$ cat config.mk
export PLATFORM = sky130hd
export DESIGN_NAME = lsd_segment_arbiter
export DESIGN_NICKNAME = d
export VERILOG_FILES = /design/src/rtl/lsd_pkg.sv /design/src/rtl/lsd_seg_fifo.sv /design/src/rtl/lsd_segment_arbiter.sv
export SDC_FILE = /design/constraint.sdc
export NUM_CORES = 1
export LEC_CHECK = 0
export BUFFER_PORTS_ARGS = -buffer_cell sky130_fd_sc_hd__clkbuf_2
export CORE_AREA = 8 8 303 305
export DETAILED_ROUTE_END_ITERATION = 10
export DIE_AREA = 0 0 311 313
export PLACE_DENSITY = 0.57
export SYNTH_ARGS = -nofsm -noshare
export SYNTH_HDL_FRONTEND = slang
export SYNTH_SLANG_ARGS = --single-unit
$ cat constraint.sdc
create_clock -name clock -period 13.8 [get_ports clock]
set_clock_uncertainty 0.1 [all_clocks]
set_input_delay 2.07 -clock clock [delete_from_list [all_inputs] [get_ports clock]]
set_output_delay 2.07 -clock clock [all_outputs]
set_load 0.02 [all_outputs]
$ cat src/rtl/lsd_pkg.sv
// Shared segment definitions for simple_lsd consumers.
// Contents: default coordinate widths, the segment record layout, and a helper
// that returns the packed record width for arbitrary coordinate widths.
package lsd_pkg;

  localparam int unsigned DefVWidth  = 10;
  localparam int unsigned DefHWidth  = 10;
  localparam int unsigned AngleWidth = 8;

  // Packed width of one segment record: angle + two vertical + two horizontal coordinates.
  function automatic int unsigned seg_rec_width(int unsigned v_width, int unsigned h_width);
    return AngleWidth + 2 * v_width + 2 * h_width;
  endfunction

  // Record at default widths; field order is the packing order used everywhere.
  typedef struct packed {
    logic [AngleWidth-1:0] angle;
    logic [DefVWidth-1:0]  start_v;
    logic [DefHWidth-1:0]  start_h;
    logic [DefVWidth-1:0]  end_v;
    logic [DefHWidth-1:0]  end_h;
  } seg_rec_t;

  localparam int unsigned SegRecWidth = seg_rec_width(DefVWidth, DefHWidth);

endpackage

$ cat src/rtl/lsd_seg_fifo.sv
// Synchronous FIFO holding segment records for one requester.
// Ports:
//   clock, n_rst    - clock and asynchronous active-low reset
//   flush           - empties the FIFO; a same-cycle push lands in the emptied FIFO
//   push, wdata     - write strobe and record
//   pop, rdata      - read strobe and head record (rdata valid while !empty)
//   full, empty     - occupancy flags
//   count           - number of stored entries
// The caller only pushes when !full (or full with a same-cycle pop) and only pops when !empty.
module lsd_seg_fifo #(
  parameter int unsigned WIDTH = 48,
  parameter int unsigned DEPTH = 8
) (
  input  logic                     clock,
  input  logic                     n_rst,
  input  logic                     flush,
  input  logic                     push,
  input  logic [WIDTH-1:0]         wdata,
  input  logic                     pop,
  output logic [WIDTH-1:0]         rdata,
  output logic                     full,
  output logic                     empty,
  output logic [$clog2(DEPTH):0]   count
);

  localparam int unsigned PtrW = $clog2(DEPTH);
  localparam int unsigned CntW = PtrW + 1;

  logic [WIDTH-1:0] mem [DEPTH];
  logic [PtrW-1:0]  wr_ptr_q, rd_ptr_q;
  logic [CntW-1:0]  count_q;
  logic [PtrW-1:0]  wr_addr;

  // After a flush the write pointer restarts at slot 0.
  assign wr_addr = flush ? '0 : wr_ptr_q;

  always_ff @(posedge clock or negedge n_rst) begin
    if (!n_rst) begin
      wr_ptr_q <= '0;
      rd_ptr_q <= '0;
      count_q  <= '0;
    end else if (flush) begin
      rd_ptr_q <= '0;
      wr_ptr_q <= push ? PtrW'(1) : '0;
      count_q  <= push ? CntW'(1) : '0;
    end else begin
      if (push) wr_ptr_q <= wr_ptr_q + PtrW'(1);
      if (pop)  rd_ptr_q <= rd_ptr_q + PtrW'(1);
      count_q <= count_q + CntW'(push) - CntW'(pop);
    end
  end

  // Storage needs no reset: occupancy alone decides what is readable.
  always_ff @(posedge clock) begin
    if (push) mem[wr_addr] <= wdata;
  end

  assign rdata = mem[rd_ptr_q];
  assign full  = (count_q == CntW'(DEPTH));
  assign empty = (count_q == '0);
  assign count = count_q;

endmodule

$ cat src/rtl/lsd_segment_arbiter.sv
// Merges segment strobes from two line-segment detectors into one registered
// valid/ready stream, with per-requester FIFOs, a per-frame segment budget and
// a per-frame drop counter.
// Ports:
//   clock, n_rst                 - pixel clock, asynchronous active-low reset
//   in_frame_start               - one-cycle pulse at the first pixel of a frame
//   in_flag_i / in_valid_i       - segment strobe from requester i (both high = push)
//   in_angle_i, in_start_v_i, in_end_v_i, in_start_h_i, in_end_h_i - segment record i
//   out_valid / out_ready        - downstream handshake
//   out_src, out_angle, out_start_v, out_end_v, out_start_h, out_end_h - output record
//   out_frame_drops              - drops counted during the previous frame
module lsd_segment_arbiter
  import lsd_pkg::*;
#(
  parameter int unsigned V_WIDTH    = DefVWidth,
  parameter int unsigned H_WIDTH    = DefHWidth,
  parameter int unsigned FIFO_DEPTH = 8,
  parameter int unsigned MAX_SEG    = 64
) (
  input  logic               clock,
  input  logic               n_rst,
  input  logic               in_frame_start,
  input  logic               in_flag_0,
  input  logic               in_valid_0,
  input  logic [7:0]         in_angle_0,
  input  logic [V_WIDTH-1:0] in_start_v_0,
  input  logic [V_WIDTH-1:0] in_end_v_0,
  input  logic [H_WIDTH-1:0] in_start_h_0,
  input  logic [H_WIDTH-1:0] in_end_h_0,
  input  logic               in_flag_1,
  input  logic               in_valid_1,
  input  logic [7:0]         in_angle_1,
  input  logic [V_WIDTH-1:0] in_start_v_1,
  input  logic [V_WIDTH-1:0] in_end_v_1,
  input  logic [H_WIDTH-1:0] in_start_h_1,
  input  logic [H_WIDTH-1:0] in_end_h_1,
  output logic               out_valid,
  input  logic               out_ready,
  output logic               out_src,
  output logic [7:0]         out_angle,
  output logic [V_WIDTH-1:0] out_start_v,
  output logic [V_WIDTH-1:0] out_end_v,
  output logic [H_WIDTH-1:0] out_start_h,
  output logic [H_WIDTH-1:0] out_end_h,
  output logic [7:0]         out_frame_drops
);

  localparam int unsigned RecWidth = seg_rec_width(V_WIDTH, H_WIDTH);
  localparam int unsigned CntW     = $clog2(MAX_SEG + 1);
  localparam int unsigned FifoCntW = $clog2(FIFO_DEPTH) + 1;

  // Same layout as lsd_pkg::seg_rec_t, at this instance's widths.
  typedef struct packed {
    logic [AngleWidth-1:0] angle;
    logic [V_WIDTH-1:0]    start_v;
    logic [H_WIDTH-1:0]    start_h;
    logic [V_WIDTH-1:0]    end_v;
    logic [H_WIDTH-1:0]    end_h;
  } rec_t;

  rec_t wr_rec_0, wr_rec_1, rd_rec_0, rd_rec_1, sel_rec;

  logic strobe_0, strobe_1;
  logic accept_0, accept_1;
  logic pop_0, pop_1;
  logic full_0, full_1, empty_0, empty_1;
  logic [FifoCntW-1:0] count_0, count_1;
  logic unused_count;

  logic            load;
  logic            grant;
  logic            prio_q;      // requester preferred on the next contested grant
  logic [CntW-1:0] seg_cnt_q, seg_cnt_base, seg_cnt_d, room;
  logic [7:0]      drop_q, drop_base, drop_d;
  logic [8:0]      drop_sum;
  logic [1:0]      drops_now;

  logic               out_valid_q, out_src_q;
  rec_t               out_rec_q;
  logic [7:0]         frame_drops_q;

  assign unused_count = ^{count_0, count_1};

  assign strobe_0 = in_flag_0 & in_valid_0;
  assign strobe_1 = in_flag_1 & in_valid_1;

  assign wr_rec_0 = '{angle: in_angle_0, start_v: in_start_v_0, start_h: in_start_h_0,
                      end_v: in_end_v_0, end_h: in_end_h_0};
  assign wr_rec_1 = '{angle: in_angle_1, start_v: in_start_v_1, start_h: in_start_h_1,
                      end_v: in_end_v_1, end_h: in_end_h_1};

  // Grant: never during frame start so flushed entries cannot leak out.
  always_comb begin
    load  = (~out_valid_q | out_ready) & ~in_frame_start & ~(empty_0 & empty_1);
    grant = (!empty_0 && !empty_1) ? prio_q : empty_0;
    pop_0 = load & ~grant;
    pop_1 = load & grant;
    sel_rec = grant ? rd_rec_1 : rd_rec_0;
  end

  // Admission: a frame-start strobe is judged against the freshly cleared frame.
  always_comb begin
    seg_cnt_base = in_frame_start ? '0 : seg_cnt_q;
    room         = CntW'(MAX_SEG) - seg_cnt_base;
    accept_0     = strobe_0 & (in_frame_start | ~full_0 | pop_0) & (room != '0);
    accept_1     = strobe_1 & (in_frame_start | ~full_1 | pop_1) & (room > CntW'(accept_0));
    seg_cnt_d    = seg_cnt_base + CntW'(accept_0) + CntW'(accept_1);
    drops_now    = 2'(strobe_0 & ~accept_0) + 2'(strobe_1 & ~accept_1);
    drop_base    = in_frame_start ? '0 : drop_q;
    drop_sum     = {1'b0, drop_base} + 9'(drops_now);
    drop_d       = drop_sum[8] ? 8'hFF : drop_sum[7:0];
  end

  lsd_seg_fifo #(
    .WIDTH (RecWidth),
    .DEPTH (FIFO_DEPTH)
  ) u_fifo_0 (
    .clock (clock),
    .n_rst (n_rst),
    .flush (in_frame_start),
    .push  (accept_0),
    .wdata (wr_rec_0),
    .pop   (pop_0),
    .rdata (rd_rec_0),
    .full  (full_0),
    .empty (empty_0),
    .count (count_0)
  );

  lsd_seg_fifo #(
    .WIDTH (RecWidth),
    .DEPTH (FIFO_DEPTH)
  ) u_fifo_1 (
    .clock (clock),
    .n_rst (n_rst),
    .flush (in_frame_start),
    .push  (accept_1),
    .wdata (wr_rec_1),
    .pop   (pop_1),
    .rdata (rd_rec_1),
    .full  (full_1),
    .empty (empty_1),
    .count (count_1)
  );

  always_ff @(posedge clock or negedge n_rst) begin
    if (!n_rst) begin
      prio_q        <= 1'b0;
      seg_cnt_q     <= '0;
      drop_q        <= '0;
      frame_drops_q <= '0;
      out_valid_q   <= 1'b0;
      out_src_q     <= 1'b0;
      out_rec_q     <= '0;
    end else begin
      seg_cnt_q <= seg_cnt_d;
      drop_q    <= drop_d;
      if (in_frame_start) begin
        frame_drops_q <= drop_q;
        prio_q        <= 1'b0;
      end else if (load) begin
        prio_q <= ~grant;
      end
      // A pending output record is unaffected by frame start.
      if (load) begin
        out_valid_q <= 1'b1;
        out_src_q   <= grant;
        out_rec_q   <= sel_rec;
      end else if (out_ready) begin
        out_valid_q <= 1'b0;
      end
    end
  end

  assign out_valid       = out_valid_q;
  assign out_src         = out_src_q;
  assign out_angle       = out_rec_q.angle;
  assign out_start_v     = out_rec_q.start_v;
  assign out_end_v       = out_rec_q.end_v;
  assign out_start_h     = out_rec_q.start_h;
  assign out_end_h       = out_rec_q.end_h;
  assign out_frame_drops = frame_drops_q;

endmodule

==> flow_metrics.tcl, run 1 <==
set metrics [dict create \
    rows 109 \
    cts_hold_buf 0 \
    die_h_um 313 \
    die_x_um 311 \
    start_util 0.385 \
    fin_tns_setup_ns 0 \
    cts_root_buffer "clkbuf_16" \
    cp_top_family "simple AND/OR/NAND/NOR gates" \
    track_usage 0.151 \
    ant_nets 0 \
    cts_buffer_depth 3 \
    wl_um 74300 \
    n_fill_cell 7452 \
    ys_seq_area_frac 0.757 \
    power_density_nw_per_um2 173 \
    post_cts_buffers 0 \
    synth-seq-cells 862 \
    vdd_drop_max_mv 0.114 \
    core_um2 87300 \
    dieArea_um2 97300 \
    setup_slack_ns 6.38 \
    cts_tree "done" \
    yosys_warnings 0 \
    cpMostUsedCell "ha_1" \
    pre_cts_slack_ns 5.76 \
    critical_path_buf_inv_count 5 \
    remaining_drc_errors 0 \
    drive_above_1_share 0.332 \
    htreeDepth 3 \
    hold_path_startpoint "out_frame_drops[5]" \
    hold_path_class "flip-flop to flip-flop" \
    io_pins 162 \
    io_buffers 161 \
    cts_sinks 862 \
    yosysUniqueCellTypes 56 \
    synthCells 1558 \
    numCtsBuffers 91 \
    globalplace.congestion 0.813 \
    synthArstFlopShare 0.109 \
    syn_nets 1689 \
    first_iter_violations 1098 \
    most-common-layout-cells "edfxtp_1 (768), mux4_2 (192), clkbuf_2 (160)" \
    cts_resized 0 \
    grt_max_degree 70 \
    fin_util 0.444 \
    maxSlewViolCount 0 \
    post_drt_via_cell_ratio 5.21 \
    antenna_found_initial 14 \
    max_freq_ghz 0.135 \
    syn_area_per_cell_um2 21.6 \
    path_clk_slew_ns 0.06 \
    worstRegToRegCells 19 \
    period_share 0.537 \
    rsz0062_at_grt "no" \
    r2r_slack_ns 8.59 \
    worst_slew_pin_slew_ns 1.04 \
    fin_nets 1887 \
    cpPeakStageDelay_ns 0.49 \
    relSlewSlack 0.308 \
    fin_crit_ns 7.42 \
    drv_cap 0 \
    critPathSlowestCell "inv_1" \
    finalHoldViolCount 0 \
    clk_latency_ns 0.65 \
    area_delta_synth_final_pct 15.4 \
    r2r-start "seg_cnt_q[0]" \
    cp.arrival_ns 7.82 \
    drt_pre_antenna_iters 5 \
    synth_edf_count 768 \
    synth-main-ff-cell "edfxtp_1" \
    holdPathStages 1 \
    vias 15615 \
    critPathRequiredTime_ns 14.20 \
    end_kind "flip-flop" \
    grt.overflow.total 0 \
    synth_area_um2 33600 \
    layout_commonest_cell "edfxtp_1" \
    crit_type "input pin to flip-flop" \
    first_global_vias 16611 \
    setup_viol 0 \
    path_cells "clkbuf_2, buf_4, inv_1, nand2_1, ha_1, or4b_1, o211a_1, a2111oi_4, or2_4, inv_2, ha_1, nor2_1, or2_2, o21ai_1, and2_1, ha_1, ha_1, inv_1, fa_1, nor3_1, nand3_1, o311ai_0" \
    cp-start-kind "input pin" \
    dp_hpwl_um 43600 \
    p_leak_uw 0.0126 \
    rr_endpoint "drop_q[3]" \
    crit_fanout 51 \
    grt_pass1_wl_um 111000 \
    outcome "completed" \
    routedWlPerCell_um 24.8 \
    hold_end "out_frame_drops[5]" \
]
through the flow:
| step | total power (µW) | hold slack [ns] | instance area (µm²) | cells |
|---|---|---|---|---|
| 2_1_floorplan | 3990 | 0.371 | 33600 | 1558 |
| 3_3_place_gp | 4390 | 0.395 | 35800 | 2828 |
| 3_5_place_dp | 4400 | 0.396 | 35800 | 2828 |
| 4_1_cts | 6800 | 0.409 | 38800 | 2992 |
| 5_1_grt | 6990 | 0.425 | 38800 | 2992 |
| 6_report | 6710 | 0.405 | 38800 | 2996 |
flip-flops by register name, indices dropped and copies added, names as in the netlist:
register and cells:
u_fifo_0.wr_ptr_q 3, u_fifo_0.mem 384, u_fifo_0.rd_ptr_q 3, u_fifo_1.rd_ptr_q 3, out_end_v 10, drop_q 8
out_end_h 10, u_fifo_1.wr_ptr_q 3, prio_q 1, out_src 1, u_fifo_1.count 4, out_valid 1
out_start_v 10, u_fifo_1.mem 384, out_start_h 10, seg_cnt_q 7, out_frame_drops 8, u_fifo_0.count 4
out_angle 8
synthesized netlist by cell type (17+ instances only):
master | instances | area share
mux4_2 | 192 | 0.13
mux2_2 | 59 | 0.020
inv_1 | 23 | 0.0026
buf_2 | 22 | 0.0033
ha_1 | 23 | 0.0086
edfxtp_1 | 768 | 0.69
nor2b_1 | 56 | 0.010
mux2i_1 | 52 | 0.015
nor2_1 | 26 | 0.0029
a221o_1 | 48 | 0.014
dfrtp_1 | 94 | 0.070
nand2_1 | 17 | 0.0019
clkbuf_1 | 45 | 0.0050
worst register-to-register path, stage by stage, from the launching register on:
cell,delay [ns]
dfrtp_1,0.42
nand2_1,0.17
ha_1,0.28
or4b_1,0.46
o211a_1,0.18
a2111oi_4,0.38
or2_4,0.23
inv_2,0.07
ha_1,0.27
nor2_1,0.04
or2_2,0.28
o21ai_1,0.39
and2_1,0.22
ha_1,0.15
ha_1,0.16
inv_1,0.06
fa_1,0.49
nor3_1,0.30
nand3_1,0.24
o311ai_0,0.16
final cells by class:
cell class              count  area [µm²]  area share
inverters                  24        90.1     0.00232
well taps                1165        1460      0.0376
diodes                      4        10.0    0.000258
multi-input cells         588        7790       0.201
repair buffers            189        1020      0.0263
clock buffers             120        2510      0.0647
clock inverters            44         453      0.0117
flip-flops and latches    862       25400       0.656
logic make-up (layout without fill, tap and decap cells):
kind of cell | Yosys count | in the layout | share of synthesized area
AO/OA/AOI/OAI | 85 | 85 | 0.0231
XOR/XNOR | 18 | 18 | 0.00469
adder cells (fa/ha/maj) | 27 | 27 | 0.0110
buffers and inverters | 108 | 377 | 0.0145
flip-flops | 862 | 862 | 0.757
multiplexers | 303 | 303 | 0.164
other | 0 | 4 | 0
AND/OR/NAND/NOR | 155 | 155 | 0.0262
where the power goes:
group          total (µW)  switching, µW  internal [µW]
sequential           3150            177           2980
clock                2390            990           1400
combinational        1170            603            567
metal layers:
layer	share of wire	global-route usage	up-vias
met4	0.022	0.0373	18
met1	0.41	0.195	8217
met2	0.49	0.254	437
li1	-	-	6825
met3	0.068	0.0429	118
met5	0.0015	0	-
how the worst max path moves through the flow:
stage                     slack, ns  cells after the start      startpoint            endpoint
after CTS                      6.41                     22  in_frame_start           drop_q[3]
after global placement         5.91                     22  in_frame_start           drop_q[3]
after global routing           5.87                     22  in_frame_start           drop_q[3]
final                          6.38                     22  in_frame_start           drop_q[3]
after floorplan                3.35                     15  in_frame_start  u_fifo_1.mem[1][0]
after detailed placement       5.76                     22  in_frame_start           drop_q[3]
(Power assumes the default switching activity.)
==> run 2: changes to the inputs <==
clock period = 7.45 ns   (was 13.8 ns; I/O delays follow)
==> run 2 against run 1 <==
  * First-iteration DRC count shrank 1.8%
  * Sequential share of layout area is 0.16 points higher
  * Critical path depth unchanged
  * Register-to-register slack got worse by 6.4 ns
  * Non-clock buffer count up 1
  * Via count fell by 0.56%
  * Setup slack got worse by 4.6 ns
==> flow_metrics.tcl, run 2 (synthesized netlist as in run 1, its figures left out) <==
set metrics [dict create \
    crit_fanout 15 \
    start_util 0.385 \
    p_comb_frac 0.173 \
    first_global_vias 16531 \
    switching_power_uw 3220 \
    post_drt_via_cell_ratio 5.19 \
    dp_hpwl_um 43400 \
    reg_top3 "u_fifo_0.mem (384), u_fifo_1.mem (384)" \
    path_clk_slew_ns 0.06 \
    cp-startpoint "in_frame_start" \
    die_h_um 313 \
    p_int_uw 9070 \
    rsz0062_at_grt "no" \
    finalHoldViolCount 0 \
    p_leak_uw 0.0126 \
    p_seq_frac 0.477 \
    grt_pass1_wl_um 111000 \
    worst_slew_pin_slew_ns 1.01 \
    dp.cells 2829 \
    grt_max_degree 71 \
    cts_tree "done" \
    p_total_uw 12300 \
    cp.arrival_ns 6.10 \
    crit_type "input pin to flip-flop" \
    cts_resized 0 \
    post_cts_buffers 0 \
    track_usage 0.151 \
    fin_util 0.443 \
    drt_pre_antenna_iters 4 \
    layout_commonest_cell "edfxtp_1" \
    vias 15527 \
    dieArea_um2 97300 \
    remaining_drc_errors 0 \
    io_pins 162 \
    clk_latency_ns 0.63 \
    area_delta_synth_final_pct 15.1 \
    io_buffers 161 \
    rows 109 \
    hold_path_class "input pin to asynchronous set/reset pin" \
    cts_root_buffer "clkbuf_16" \
    core_um2 87300 \
    cp-start-kind "input pin" \
    setup_viol 0 \
    fin_crit_ns 5.69 \
    antenna_found_initial 8 \
    power.clock.fraction 0.350 \
    fin_tns_setup_ns 0 \
    fin_cells 2990 \
    period_share 0.764 \
    drv_cap 0 \
    critPathRequiredTime_ns 7.86 \
    end_kind "flip-flop" \
    relSlewSlack 0.325 \
    htreeDepth 3 \
    cts_sinks 862 \
    die_x_um 311 \
    cts_buffer_depth 3 \
    cts_hold_buf 0 \
    fin_nets 1884 \
    vdd_drop_max_mv 0.189 \
    ant_nets 0 \
    numCtsBuffers 87 \
    routedWlPerCell_um 24.9 \
    grt.overflow.total 0 \
    stdcell_area_um2 38700 \
    wl_um 74400 \
    r2r-start "seg_cnt_q[0]" \
    power_density_nw_per_um2 318 \
    most-common-layout-cells "edfxtp_1 (768), mux4_2 (192), clkbuf_2 (160)" \
    outcome "completed" \
    first_iter_violations 1078 \
    globalplace.congestion 0.804 \
    drive_above_1_share 0.326 \
    p_sw_frac 0.262 \
    max_freq_ghz 0.176 \
    place_area_um2 35800 \
    maxSlewViolCount 0 \
]
==> run 2: path summary, 6_finish.rpt <==
path,endpoint,slack [ns],cells past startpoint
setup / recovery,drop_q[3],1.76,22
hold / removal,u_fifo_1.count[3],0.29,1
setup reg to reg,drop_q[3],2.17,19
hold reg to reg,out_frame_drops[2],0.40,1
max in group asynchronous,u_fifo_1.rd_ptr_q[1],5.65,2
min in group clock,out_frame_drops[2],0.40,1
==> run 2: layout make-up <==
type	count	area [µm²]
repair buffers	190	1030
clock inverters	43	430
fillers	7481	48600
clock buffers	117	2390
inverters	24	90.1
well taps	1165	1460
diodes	1	2.50
flip-flops and latches	862	25400
multi-input cells	588	7840
==> run 2: routing by layer <==
metal  GRT usage  share of wire
met5           0        0.00077
met4      0.0347          0.020
met1       0.196           0.42
met3      0.0439          0.060
met2       0.253           0.50
==> run 2: critical path, cell delays in order <==
cell and delay, ns:
clkbuf_2 0.09, inv_1 0.04, buf_4 0.20, nand2_1 0.17, ha_1 0.28, or4b_1 0.46, o211a_1 0.18, a2111oi_4 0.38
or2_4 0.23, inv_2 0.07, ha_1 0.27, nor2_1 0.04, or2_2 0.28, o21ai_1 0.46, and2_1 0.25, ha_1 0.15
ha_1 0.16, inv_1 0.06, fa_1 0.50, nor3_1 0.33, nand3_1 0.24, o311ai_0 0.14
==> run 2: power groups by stage <==
stage	registers, µW	logic, µW	clock network, µW
3_3_place_gp	5950	2150	0
2_1_floorplan	5870	1520	0
3_5_place_dp	5950	2180	0
6_report	5870	2130	4300
4_1_cts	5860	2190	4410
5_1_grt	5900	2320	4590
==> run 2: metrics by stage <==
step | hold WS [ns] | worst slack, ns
after floorplan | 0.371 | -1.58
after global placement | 0.395 | 1.28
after detailed placement | 0.399 | 1.15
after CTS | 0.260 | 1.80
after global routing | 0.280 | 1.37
final | 0.287 | 1.76
